File: src/rtl/barrel_shift_sequencer_pkg.sv
// Shared types for the barrel shift sequencer: op codes, FSM states and the queued command record.
package barrel_shift_pkg;

  localparam int W     = 16;
  localparam int AMT_W = 4;

  typedef enum logic [1:0] {
    OP_SLL = 2'd0,
    OP_SRL = 2'd1,
    OP_ROL = 2'd2,
    OP_ROR = 2'd3
  } op_e;

  typedef enum logic [1:0] {
    IDLE = 2'd0,
    P1   = 2'd1,
    P2   = 2'd2,
    RSP  = 2'd3
  } state_e;

  typedef struct packed {
    op_e              op;
    logic [W-1:0]     data;
    logic [AMT_W-1:0] amt;
  } cmd_t;

  localparam int CMD_W = $bits(cmd_t);

  function automatic logic is_right(input op_e op);
    return (op == OP_SRL) || (op == OP_ROR);
  endfunction

  function automatic logic is_rotate(input op_e op);
    return (op == OP_ROL) || (op == OP_ROR);
  endfunction

endpackage

File: src/rtl/barrel_shift_sequencer_if.sv
// Command and response handshake bundle of the barrel shift sequencer.
interface barrel_shift_sequencer_if;
  import barrel_shift_pkg::*;

  logic             cmd_valid;
  logic             cmd_ready;
  logic [1:0]       cmd_op;
  logic [W-1:0]     cmd_data;
  logic [AMT_W-1:0] cmd_amt;
  logic             rsp_valid;
  logic             rsp_ready;
  logic [W-1:0]     rsp_data;

  modport slave (
    input  cmd_valid, cmd_op, cmd_data, cmd_amt, rsp_ready,
    output cmd_ready, rsp_valid, rsp_data
  );

  modport master (
    output cmd_valid, cmd_op, cmd_data, cmd_amt, rsp_ready,
    input  cmd_ready, rsp_valid, rsp_data
  );

endinterface

File: src/rtl/barrel_shift_sequencer_fifo.sv
// Command FIFO: registered full flag, and a new entry becomes visible to the reader
// one cycle after it is written.
module shift_cmd_fifo
  import barrel_shift_pkg::*;
#(
  parameter int FIFO_DEPTH = 4
) (
  input  logic                        clk,
  input  logic                        rst_n,
  input  logic                        push,
  input  logic                        pop,
  input  cmd_t                        din,
  output cmd_t                        dout,
  output logic                        full,
  output logic                        empty,
  output logic [$clog2(FIFO_DEPTH):0] count
);

  localparam int AW = $clog2(FIFO_DEPTH);

  cmd_t          r_mem [FIFO_DEPTH];
  logic [AW-1:0] r_wr_ptr;
  logic [AW-1:0] r_rd_ptr;
  logic [AW:0]   r_count;
  logic          r_full;
  logic          r_empty;
  logic          w_push;
  logic          w_pop;
  logic [AW:0]   w_count_nxt;

  assign w_push      = push && !r_full;
  assign w_pop       = pop && !r_empty;
  assign w_count_nxt = r_count + (AW+1)'(w_push) - (AW+1)'(w_pop);

  always_ff @(posedge clk) begin
    if (w_push) r_mem[r_wr_ptr] <= din;
  end

  // Empty stays high for the cycle in which the count first leaves zero.
  always_ff @(posedge clk or negedge rst_n) begin
    if (!rst_n) begin
      r_wr_ptr <= '0;
      r_rd_ptr <= '0;
      r_count  <= '0;
      r_full   <= 1'b0;
      r_empty  <= 1'b1;
    end else begin
      if (w_push) r_wr_ptr <= r_wr_ptr + AW'(1);
      if (w_pop)  r_rd_ptr <= r_rd_ptr + AW'(1);
      r_count <= w_count_nxt;
      r_full  <= (w_count_nxt == (AW+1)'(FIFO_DEPTH));
      r_empty <= (r_count == '0) || (w_count_nxt == '0);
    end
  end

  assign dout  = r_mem[r_rd_ptr];
  assign full  = r_full;
  assign empty = r_empty;
  assign count = r_count;

endmodule

File: src/rtl/barrel_shift_sequencer.sv
// Drives a combinational barrel shifter from queued commands; rotates take two passes
// whose results are OR-ed into the accumulator before the response is offered.
module barrel_shift_sequencer
  import barrel_shift_pkg::*;
#(
  parameter int FIFO_DEPTH = 4
) (
  input  logic                    clk,
  input  logic                    rst_n,
  barrel_shift_sequencer_if.slave bus,
  output logic [W-1:0]            sh_i,
  output logic                    sh_dir,
  output logic [AMT_W-1:0]        sh_amt,
  input  logic [W-1:0]            sh_left,
  input  logic [W-1:0]            sh_right,
  output logic                    busy
);

  state_e                      r_state;
  state_e                      w_state_nxt;
  cmd_t                        r_cur;
  logic [W-1:0]                r_acc;
  cmd_t                        w_cmd_in;
  cmd_t                        w_fifo_dout;
  logic                        w_full;
  logic                        w_empty;
  logic [$clog2(FIFO_DEPTH):0] w_count;
  logic                        w_pop;
  logic [W-1:0]                w_sel;

  always_comb begin
    w_cmd_in.op   = op_e'(bus.cmd_op);
    w_cmd_in.data = bus.cmd_data;
    w_cmd_in.amt  = bus.cmd_amt;
  end

  shift_cmd_fifo #(.FIFO_DEPTH(FIFO_DEPTH)) u_fifo (
    .clk   (clk),
    .rst_n (rst_n),
    .push  (bus.cmd_valid),
    .pop   (w_pop),
    .din   (w_cmd_in),
    .dout  (w_fifo_dout),
    .full  (w_full),
    .empty (w_empty),
    .count (w_count)
  );

  always_comb begin
    w_state_nxt = r_state;
    w_pop       = 1'b0;
    sh_i        = '0;
    sh_dir      = 1'b0;
    sh_amt      = '0;
    case (r_state)
      IDLE: begin
        if (!w_empty) begin
          w_pop       = 1'b1;
          w_state_nxt = P1;
        end
      end
      P1: begin
        sh_i        = r_cur.data;
        sh_amt      = r_cur.amt;
        sh_dir      = is_right(r_cur.op);
        w_state_nxt = (is_rotate(r_cur.op) && (r_cur.amt != '0)) ? P2 : RSP;
      end
      // Second rotate pass: opposite direction by the complementary amount (16 - amt).
      P2: begin
        sh_i        = r_cur.data;
        sh_amt      = AMT_W'(0) - r_cur.amt;
        sh_dir      = !is_right(r_cur.op);
        w_state_nxt = RSP;
      end
      RSP: begin
        if (bus.rsp_ready) begin
          if (!w_empty) begin
            w_pop       = 1'b1;
            w_state_nxt = P1;
          end else begin
            w_state_nxt = IDLE;
          end
        end
      end
      default: w_state_nxt = IDLE;
    endcase
    w_sel = sh_dir ? sh_right : sh_left;
  end

  always_ff @(posedge clk or negedge rst_n) begin
    if (!rst_n) begin
      r_state <= IDLE;
      r_cur   <= '0;
      r_acc   <= '0;
    end else begin
      r_state <= w_state_nxt;
      if (w_pop) r_cur <= w_fifo_dout;
      if (r_state == P1)      r_acc <= w_sel;
      else if (r_state == P2) r_acc <= r_acc | w_sel;
    end
  end

  assign bus.cmd_ready = !w_full;
  assign bus.rsp_valid = (r_state == RSP);
  assign bus.rsp_data  = r_acc;
  assign busy          = (w_count != '0) || (r_state != IDLE);

endmodule

File: src/flat_wrapper.sv
// flat-port wrapper written by rule: the top's interface ports become plain ports
module barrel_shift_sequencer_flat import barrel_shift_pkg::*;
#(
  parameter int FIFO_DEPTH = 4
)
  (clk, rst_n, sh_i, sh_dir, sh_amt, sh_left, sh_right, busy, bus_cmd_valid, bus_cmd_op, bus_cmd_data, bus_cmd_amt, bus_rsp_ready, bus_cmd_ready, bus_rsp_valid, bus_rsp_data);
  barrel_shift_sequencer_if bus_i ();
  input  logic clk;
  input  logic rst_n;
  output logic [W-1:0] sh_i;
  output logic sh_dir;
  output logic [AMT_W-1:0] sh_amt;
  input  logic [W-1:0] sh_left;
  input  logic [W-1:0] sh_right;
  output logic busy;
  input wire logic [$bits(bus_i.cmd_valid)-1:0] bus_cmd_valid;
  input wire logic [$bits(bus_i.cmd_op)-1:0] bus_cmd_op;
  input wire logic [$bits(bus_i.cmd_data)-1:0] bus_cmd_data;
  input wire logic [$bits(bus_i.cmd_amt)-1:0] bus_cmd_amt;
  input wire logic [$bits(bus_i.rsp_ready)-1:0] bus_rsp_ready;
  output wire logic [$bits(bus_i.cmd_ready)-1:0] bus_cmd_ready;
  output wire logic [$bits(bus_i.rsp_valid)-1:0] bus_rsp_valid;
  output wire logic [$bits(bus_i.rsp_data)-1:0] bus_rsp_data;
  assign bus_i.cmd_valid = bus_cmd_valid;
  assign bus_i.cmd_op = bus_cmd_op;
  assign bus_i.cmd_data = bus_cmd_data;
  assign bus_i.cmd_amt = bus_cmd_amt;
  assign bus_i.rsp_ready = bus_rsp_ready;
  assign bus_cmd_ready = bus_i.cmd_ready;
  assign bus_rsp_valid = bus_i.rsp_valid;
  assign bus_rsp_data = bus_i.rsp_data;
  barrel_shift_sequencer #(.FIFO_DEPTH(FIFO_DEPTH)) u_core (.clk(clk), .rst_n(rst_n), .bus(bus_i), .sh_i(sh_i), .sh_dir(sh_dir), .sh_amt(sh_amt), .sh_left(sh_left), .sh_right(sh_right), .busy(busy));
endmodule
File: config.mk
export PLATFORM = sky130hd
export DESIGN_NAME = barrel_shift_sequencer_flat
export DESIGN_NICKNAME = d
export VERILOG_FILES = /design/src/rtl/barrel_shift_sequencer_pkg.sv /design/src/rtl/barrel_shift_sequencer_if.sv /design/src/rtl/barrel_shift_sequencer_fifo.sv /design/src/rtl/barrel_shift_sequencer.sv /design/src/flat_wrapper.sv
export SDC_FILE = /design/constraint.sdc
export NUM_CORES = 1
export LEC_CHECK = 0
export ABC_CLOCK_PERIOD_IN_PS = 3400
export BUFFER_PORTS_ARGS = -buffer_cell sky130_fd_sc_hd__buf_2
export CORE_MARGIN = 10
export CORE_UTILIZATION = 40
export CTS_CLUSTER_SIZE = 10
export DETAILED_ROUTE_END_ITERATION = 8
export PLACE_DENSITY = 0.65
export SLEW_MARGIN = 5
export SYNTH_ARGS = -nofsm -noshare
export SYNTH_HDL_FRONTEND = slang
export SYNTH_SLANG_ARGS = --single-unit
File: constraint.sdc
create_clock -name clk -period 3.4 [get_ports clk]
set_input_delay 0.17 -clock clk [delete_from_list [all_inputs] [get_ports clk]]
set_output_delay 0.17 -clock clk [all_outputs]
set_load 0.02 [all_outputs]
Word level (Yosys, flattened, before mapping)
Memories as Yosys holds them, arrays and structs flattened. A register that Yosys moved wholly into a read port is not among the register bits.
Cells that the tools add are included.
{"block": "classes", "addsub": 5, "n_bitwise": 1, "n_mux": 16, "n_eq_ne": 9, "reduce_logical": 20}
{"operator": "two-way mux 16 bit", "n": 4}
{"operator": "OR 16 bit", "n": 1}
{"operator": "equality test 2 bit, second input constant", "n": 4}
{"operator": "case mux 2 bit (4 select lines)", "n": 1}
{"operator": "case mux 4 bit (2 select lines)", "n": 1}
{"operator": "logical NOT 3 bit", "n": 2}
{"operator": "two-way mux 1 bit", "n": 6}
{"operator": "adder 2 x 1 -> 2 bit, second input constant", "n": 2}
{"operator": "equality test 2 x 1 -> 1 bit, second input constant", "n": 2}
{"operator": "logical NOT 1 bit", "n": 4}
{"operator": "logical OR 1 bit", "n": 4}
{"operator": "two-way mux 2 bit", "n": 2}
{"operator": "inequality test 2 bit, second input constant", "n": 2}
{"operator": "case mux 1 bit (2 select lines)", "n": 2}
{"operator": "nonzero test 2 bit", "n": 2}
{"operator": "nonzero test 4 bit", "n": 1}
{"operator": "subtractor 1 x 4 -> 4 bit, first input constant", "n": 1}
{"operator": "adder 3 x 1 -> 3 bit", "n": 1}
{"operator": "equality test 3 bit, second input constant", "n": 1}
{"operator": "logical AND 1 bit", "n": 3}
{"operator": "nonzero test 3 bit", "n": 1}
{"operator": "subtractor 3 x 1 -> 3 bit", "n": 1}
{"operator": "logical NOT 2 bit", "n": 1}
{"operator": "AND reduction 2 bit", "n": 1}
{"operator": "OR reduction 2 bit", "n": 1}
{"block": "word_totals", "in_bits": 58, "mem_count": 1, "output_inout_bits": 40, "ramBits": 88, "register_bits": 27}
{"memory": "u_core.u_fifo.r_mem", "words": 4, "word_bits": 22, "rd": 1, "rd_clocked_by_memory_dff": 1, "wr": 1, "line": "barrel_shift_sequencer_fifo.sv:21", "rtl": "cmd_t r_mem [FIFO_DEPTH];"}

Longest topological paths before layout
{"block": "logic_depth", "word_depth": 8, "ltp_mapped": 13, "mapped_depth_nobuf": 12}

Cells and area by module
A second synthesis with hierarchy kept.
{"block": "unflattened", "hier_cells": 341, "area_unflattened_um2": 5700.5}
{"module": "shift_cmd_fifo", "cells_per_inst": 152, "area_each_um2": 3686.0, "seq_area_each_um2": 2869.0, "n_inst": 1}
{"module": "barrel_shift_sequencer", "cells_per_inst": 189, "area_each_um2": 2014.4, "seq_area_each_um2": 1001.0, "n_inst": 1}

Worst setup path after synthesis
Ideal clock, no wire load.
{"block": "synth_path", "kind": "flip-flop to flip-flop", "from": "register u_core.r_state[0]", "to": "register u_core.u_fifo.r_full, in the netlist u_core.u_fifo.full", "slack_ns": 0.698, "arrival_time_ns": 2.629, "synth_period_minus_slack_ns": 2.702, "setup_ns": 0.073, "path_stages_with_launch": 13, "cell_sequence": "dfrtp_1 inv_1 ha_1 nor3_2 buf_4 ha_1 inv_1 ha_1 inv_1 fa_1 xnor2_1 xnor2_1 nor2b_1"}
{"block": "synth_between", "elab_chain_cells": 5, "elab_cells_between_ends": 6, "cone_classes": "add/sub: 1; eq/ne: 2; mux: 1; reduce/logical: 2"}
{"item": "start: declaration", "line": "barrel_shift_sequencer.sv:19", "rtl": "state_e r_state;"}
{"item": "start signal: assignment", "line": "barrel_shift_sequencer.sv:96", "rtl": "r_state <= w_state_nxt;"}
{"item": "equality test 2 bit or logical NOT 2 bit (tied branches)", "line": "barrel_shift_sequencer.sv:55", "rtl": "case (r_state)"}
{"item": "case mux 1 bit (2 select lines) *", "line": "barrel_shift_sequencer.sv:55"}
{"item": "logical AND 1 bit *", "line": "barrel_shift_sequencer_fifo.sv:32", "rtl": "assign w_pop = pop && !r_empty;"}
{"item": "net u_core.u_fifo.w_pop", "line": "barrel_shift_sequencer_fifo.sv:28", "rtl": "logic w_pop;"}
{"item": "subtractor 3 x 1 -> 3 bit *", "line": "barrel_shift_sequencer_fifo.sv:33", "rtl": "assign w_count_nxt = r_count + (AW+1)'(w_push) - (AW+1)'(w_pop);"}
{"item": "net u_core.u_fifo.w_count_nxt[2]", "line": "barrel_shift_sequencer_fifo.sv:29", "rtl": "logic [AW:0] w_count_nxt;"}
{"item": "equality test 3 bit *", "line": "barrel_shift_sequencer_fifo.sv:51", "rtl": "r_full <= (w_count_nxt == (AW+1)'(FIFO_DEPTH));"}
{"item": "end signal: assignment", "line": "barrel_shift_sequencer_fifo.sv:51"}
{"item": "end: declaration", "line": "barrel_shift_sequencer_fifo.sv:25", "rtl": "logic r_full;"}
The timed path passes the listed nets; every way through them passes the cells marked *.
A chain may end at the register's enable or synchronous reset.

Worst setup path after layout
{"block": "layout_path", "from": "register u_core.r_state[0]", "to": "register u_core.u_fifo.r_full, in the netlist u_core.u_fifo.full"}
{"block": "layout_between", "elab_chain_cells": 5, "elab_cells_between_ends": 6, "cone_classes": "add/sub: 1; eq/ne: 2; mux: 1; reduce/logical: 2"}
{"item": "equality test 2 bit or logical NOT 2 bit (tied branches)", "line": "barrel_shift_sequencer.sv:55"}
{"item": "case mux 1 bit (2 select lines) *", "line": "barrel_shift_sequencer.sv:55"}
{"item": "logical AND 1 bit *", "line": "barrel_shift_sequencer_fifo.sv:32"}
{"item": "subtractor 3 x 1 -> 3 bit *", "line": "barrel_shift_sequencer_fifo.sv:33"}
{"item": "net u_core.u_fifo.w_count_nxt[2]", "line": "barrel_shift_sequencer_fifo.sv:29"}
{"item": "equality test 3 bit *", "line": "barrel_shift_sequencer_fifo.sv:51"}
Marks and branches as above.

==> results.md <==
* Status: finished clean
* Port bufs at 97
* Ports at 98
* Share of layout cells above drive strength 1 at 43.08%
* Relative slew slack at 28.27%
* Final Net Count at 513
* Final worst path period need at 2587 ps
* Final Hold Fails at 0
* Vias per cell at 4.951
* CTS Sinks at 137
* Dpl hpwl at 7157 um
* Min setup slack post-route at 813.3 ps
* Worst path bufs/invs at 3
* Worst hold path class: in -> reg
* Seq cells post-synth at 137
* Clock Latency Late Sink at 420 ps
* Starting Density at 40.91%
* Fin. max-slew vios at 0
* Vias in the first global route at 3449
* Synth-to-Final Area Change at 26.62%
* Place WS at 821.8 ps
* Endpoints failing setup at 0
* CTS tree: yes
* Post-cts gate resize count at 0
* Area contributors post-synth: edfxtp_1, dfrtp_1, mux4_2, mux2_2, mux2_4
* Fmax at 386.6 MHz
* PwrDens at 993.3 mW/mm^2
* Count leader, synth: edfxtp_1
* Die X at 139.4 um
* Maximum clock path buffer count at 2
* Number of core rows at 43
* Cts bufs inserted at 17
* Mean area per synthesized cell at 18.39 sq um
* Average wire per standard cell at 17.96 um
* Critical path cell sequence: inv_1 -> ha_1 -> a21oi_1 -> nor3_4 -> ha_1 -> inv_1 -> ha_1 -> inv_1 -> fa_1 -> xnor2_1 -> xnor2_1 -> nor2b_1
* Critical path's slowest cell: dfrtp_1
* Distinct cells, synth at 36
* First-pass DRT Iterations at 4
* Worst EP required at 3740 ps
* RePlAce Congestion at 0.7829
* Asr flop ratio synth at 35.77%
* Largest net degree at the start of global routing at 50
* CTS H-Tree Depth at 4
* GRT Util Overall at 12.36%
* Yosys top cell area share at 46.36%
* Antenna cells at 0
* # Post-CTS Setup Buffers at 0
* Max VDD drop at 0.0004889 V
* Crit path arrival time at 2930 ps
* Final TNS setup at 0 ps
* Worst path top cell family by delay: adder cells
* CP Max Fanout at 4
* Final Cycle Share at 76.08%
* Post-Synthesis Cells at 310
* Initial antenna violation count at 0
* Root Buffer: clkbuf_16
* Total grt overflow at 0
* Commonest cells in the netlist: edfxtp_1, dfrtp_1, mux2_2, and2_1, mux4_2
* Area leader, netlist: edfxtp_1
* Worst slew pin tran at 1076 ps
* First-pass GRT wire length at 18730 um
* Core area at 0.01393 sq mm
* Max stage delay on crit path at 390 ps
* Total Wirelength at 11410 um
* Routed Antenna Nets at 0
* Initial DRC Count at 175
* CP endpoint kind: flip-flop
* Clock slew at reported path FFs at 60 ps
* Synthesized Nets at 381
* Vias at 3144
* WS Path Type: reg -> reg
* Cell area after synthesis at 0.005700 sq mm
* Die height at 139.4 um
* Max Cap Violations at 0
* Sequential share of the synthesized area at 67.89%
* Most used DFF post-synth: edfxtp_1
* Die ar. at 0.01943 sq mm
* P_leak at 0.002914 uW
* EDFF count, synth at 88
* Layout Skew at 6.951 ps
* RSZ-0062 raised after global routing: false
* Yosys warns at 0
* Crit start category: flip-flop
* DRC Markers at 0
==> where the power goes <==
part / internal (uW) / switching, uW
sequential: 2300 / 347
combinational: 1280 / 1370
clock: 1180 / 690
==> cell type report <==
class                           instances  area, sq um
Fill cell                            1151         6716
Sequential cell                       137         3871
Multi-Input combinational cell        145         1693
Timing Repair Buffer                  127        768.2
Clock buffer                           18        439.2
Tap cell                              180        225.2
Clock inverter                         14        168.9
Inverter                               14        52.55
==> final timing paths <==
path	startpoint	endpoint	slack, ps	cells after the start
max	u_core.r_state[0]$_DFFE_PN0P_	u_core.u_fifo.full$_DFF_PN0_	810	12
min	sh_right[10]	u_core.bus.rsp_data[10]$_DFFE_PN0N_	90	3
max reg2reg	u_core.r_state[0]$_DFFE_PN0P_	u_core.u_fifo.full$_DFF_PN0_	810	12
min reg2reg	u_core.r_cur[16]$_DFFE_PN0N_	u_core.r_cur[16]$_DFFE_PN0N_	500	1
max in group asynchronous	rst_n	u_core.u_fifo.r_rd_ptr[0]$_DFFE_PN0P_	2510	3
min in group asynchronous	rst_n	u_core.r_cur[6]$_DFFE_PN0N_	410	3
==> per-stage QoR <==
stage                     std cells  power [uW]  util [%]  hold WS [ps]  area, sq um
after floorplan                 310        4608         -        -125.6         5700
after detailed placement        580        5388     45.78         344.0         6380
after global placement          580        5294     45.78         333.2         6380
final                           635        7170     51.80         94.25         7218
after global routing            635        7664     51.80         90.61         7218
after CTS                       635        7319     51.80         70.94         7218
==> state kept, by name, summed over array words and instances, names as in the netlist <==
register and count:
u_core.bus.rsp_data 16, u_core.r_cur 22, u_core.r_state 2, u_core.u_fifo.count 3, u_core.u_fifo.empty 1, u_core.u_fifo.full 1
u_core.u_fifo.r_mem 88, u_core.u_fifo.r_rd_ptr 2, u_core.u_fifo.r_wr_ptr 2
==> cell families (layout without fill, tap and decap cells) <==
family | Yosys count | in the layout | synth area share [%]
AO/OA/AOI/OAI | 28 | 28 | 3.951
flip-flops | 137 | 137 | 67.89
XOR/XNOR | 7 | 7 | 1.076
AND/OR/NAND/NOR | 35 | 35 | 3.731
multiplexers | 62 | 62 | 17.84
buffers and inverters | 28 | 173 | 2.524
adder cells (fa/ha/maj) | 13 | 13 | 2.985
==> layout by cell type (no fill, tap or decap), types with 5 or more instances in the layout <==
master         count
inv_1             14
buf_2             97
mux2_4            12
clkbuf_16         17
dlygate4sd3_1     23
buf_4              7
ha_1              12
dfrtp_1           47
edfxtp_1          88
a22o_1            16
inv_6              5
and2_1            20
mux2_2            27
mux4_2            18
==> worst reg2reg max path, stage by stage, from the launching register on <==
cell and delay (ps):
dfrtp_1 390, inv_1 110, ha_1 250, a21oi_1 280, nor3_4 60, ha_1 270, inv_1 60, ha_1 140
inv_1 50, fa_1 380, xnor2_1 150, xnor2_1 220, nor2b_1 170
==> per-layer routing <==
metal	part of all wire [%]	up-vias	global-route usage, %
met4	1.6	0	4.942
met3	7.0	19	4.866
met1	41	1583	13.99
li1	-	1456	-
met5	0	-	0
met2	50	86	20.49
==> timing repair <==
item,4_1_cts,5_1_grt
endpoints found under the hold margin,136,0
setup endpoints to repair,0,0
hold buffers,23,0
No activity file was read; power rests on OpenSTA's default activity.
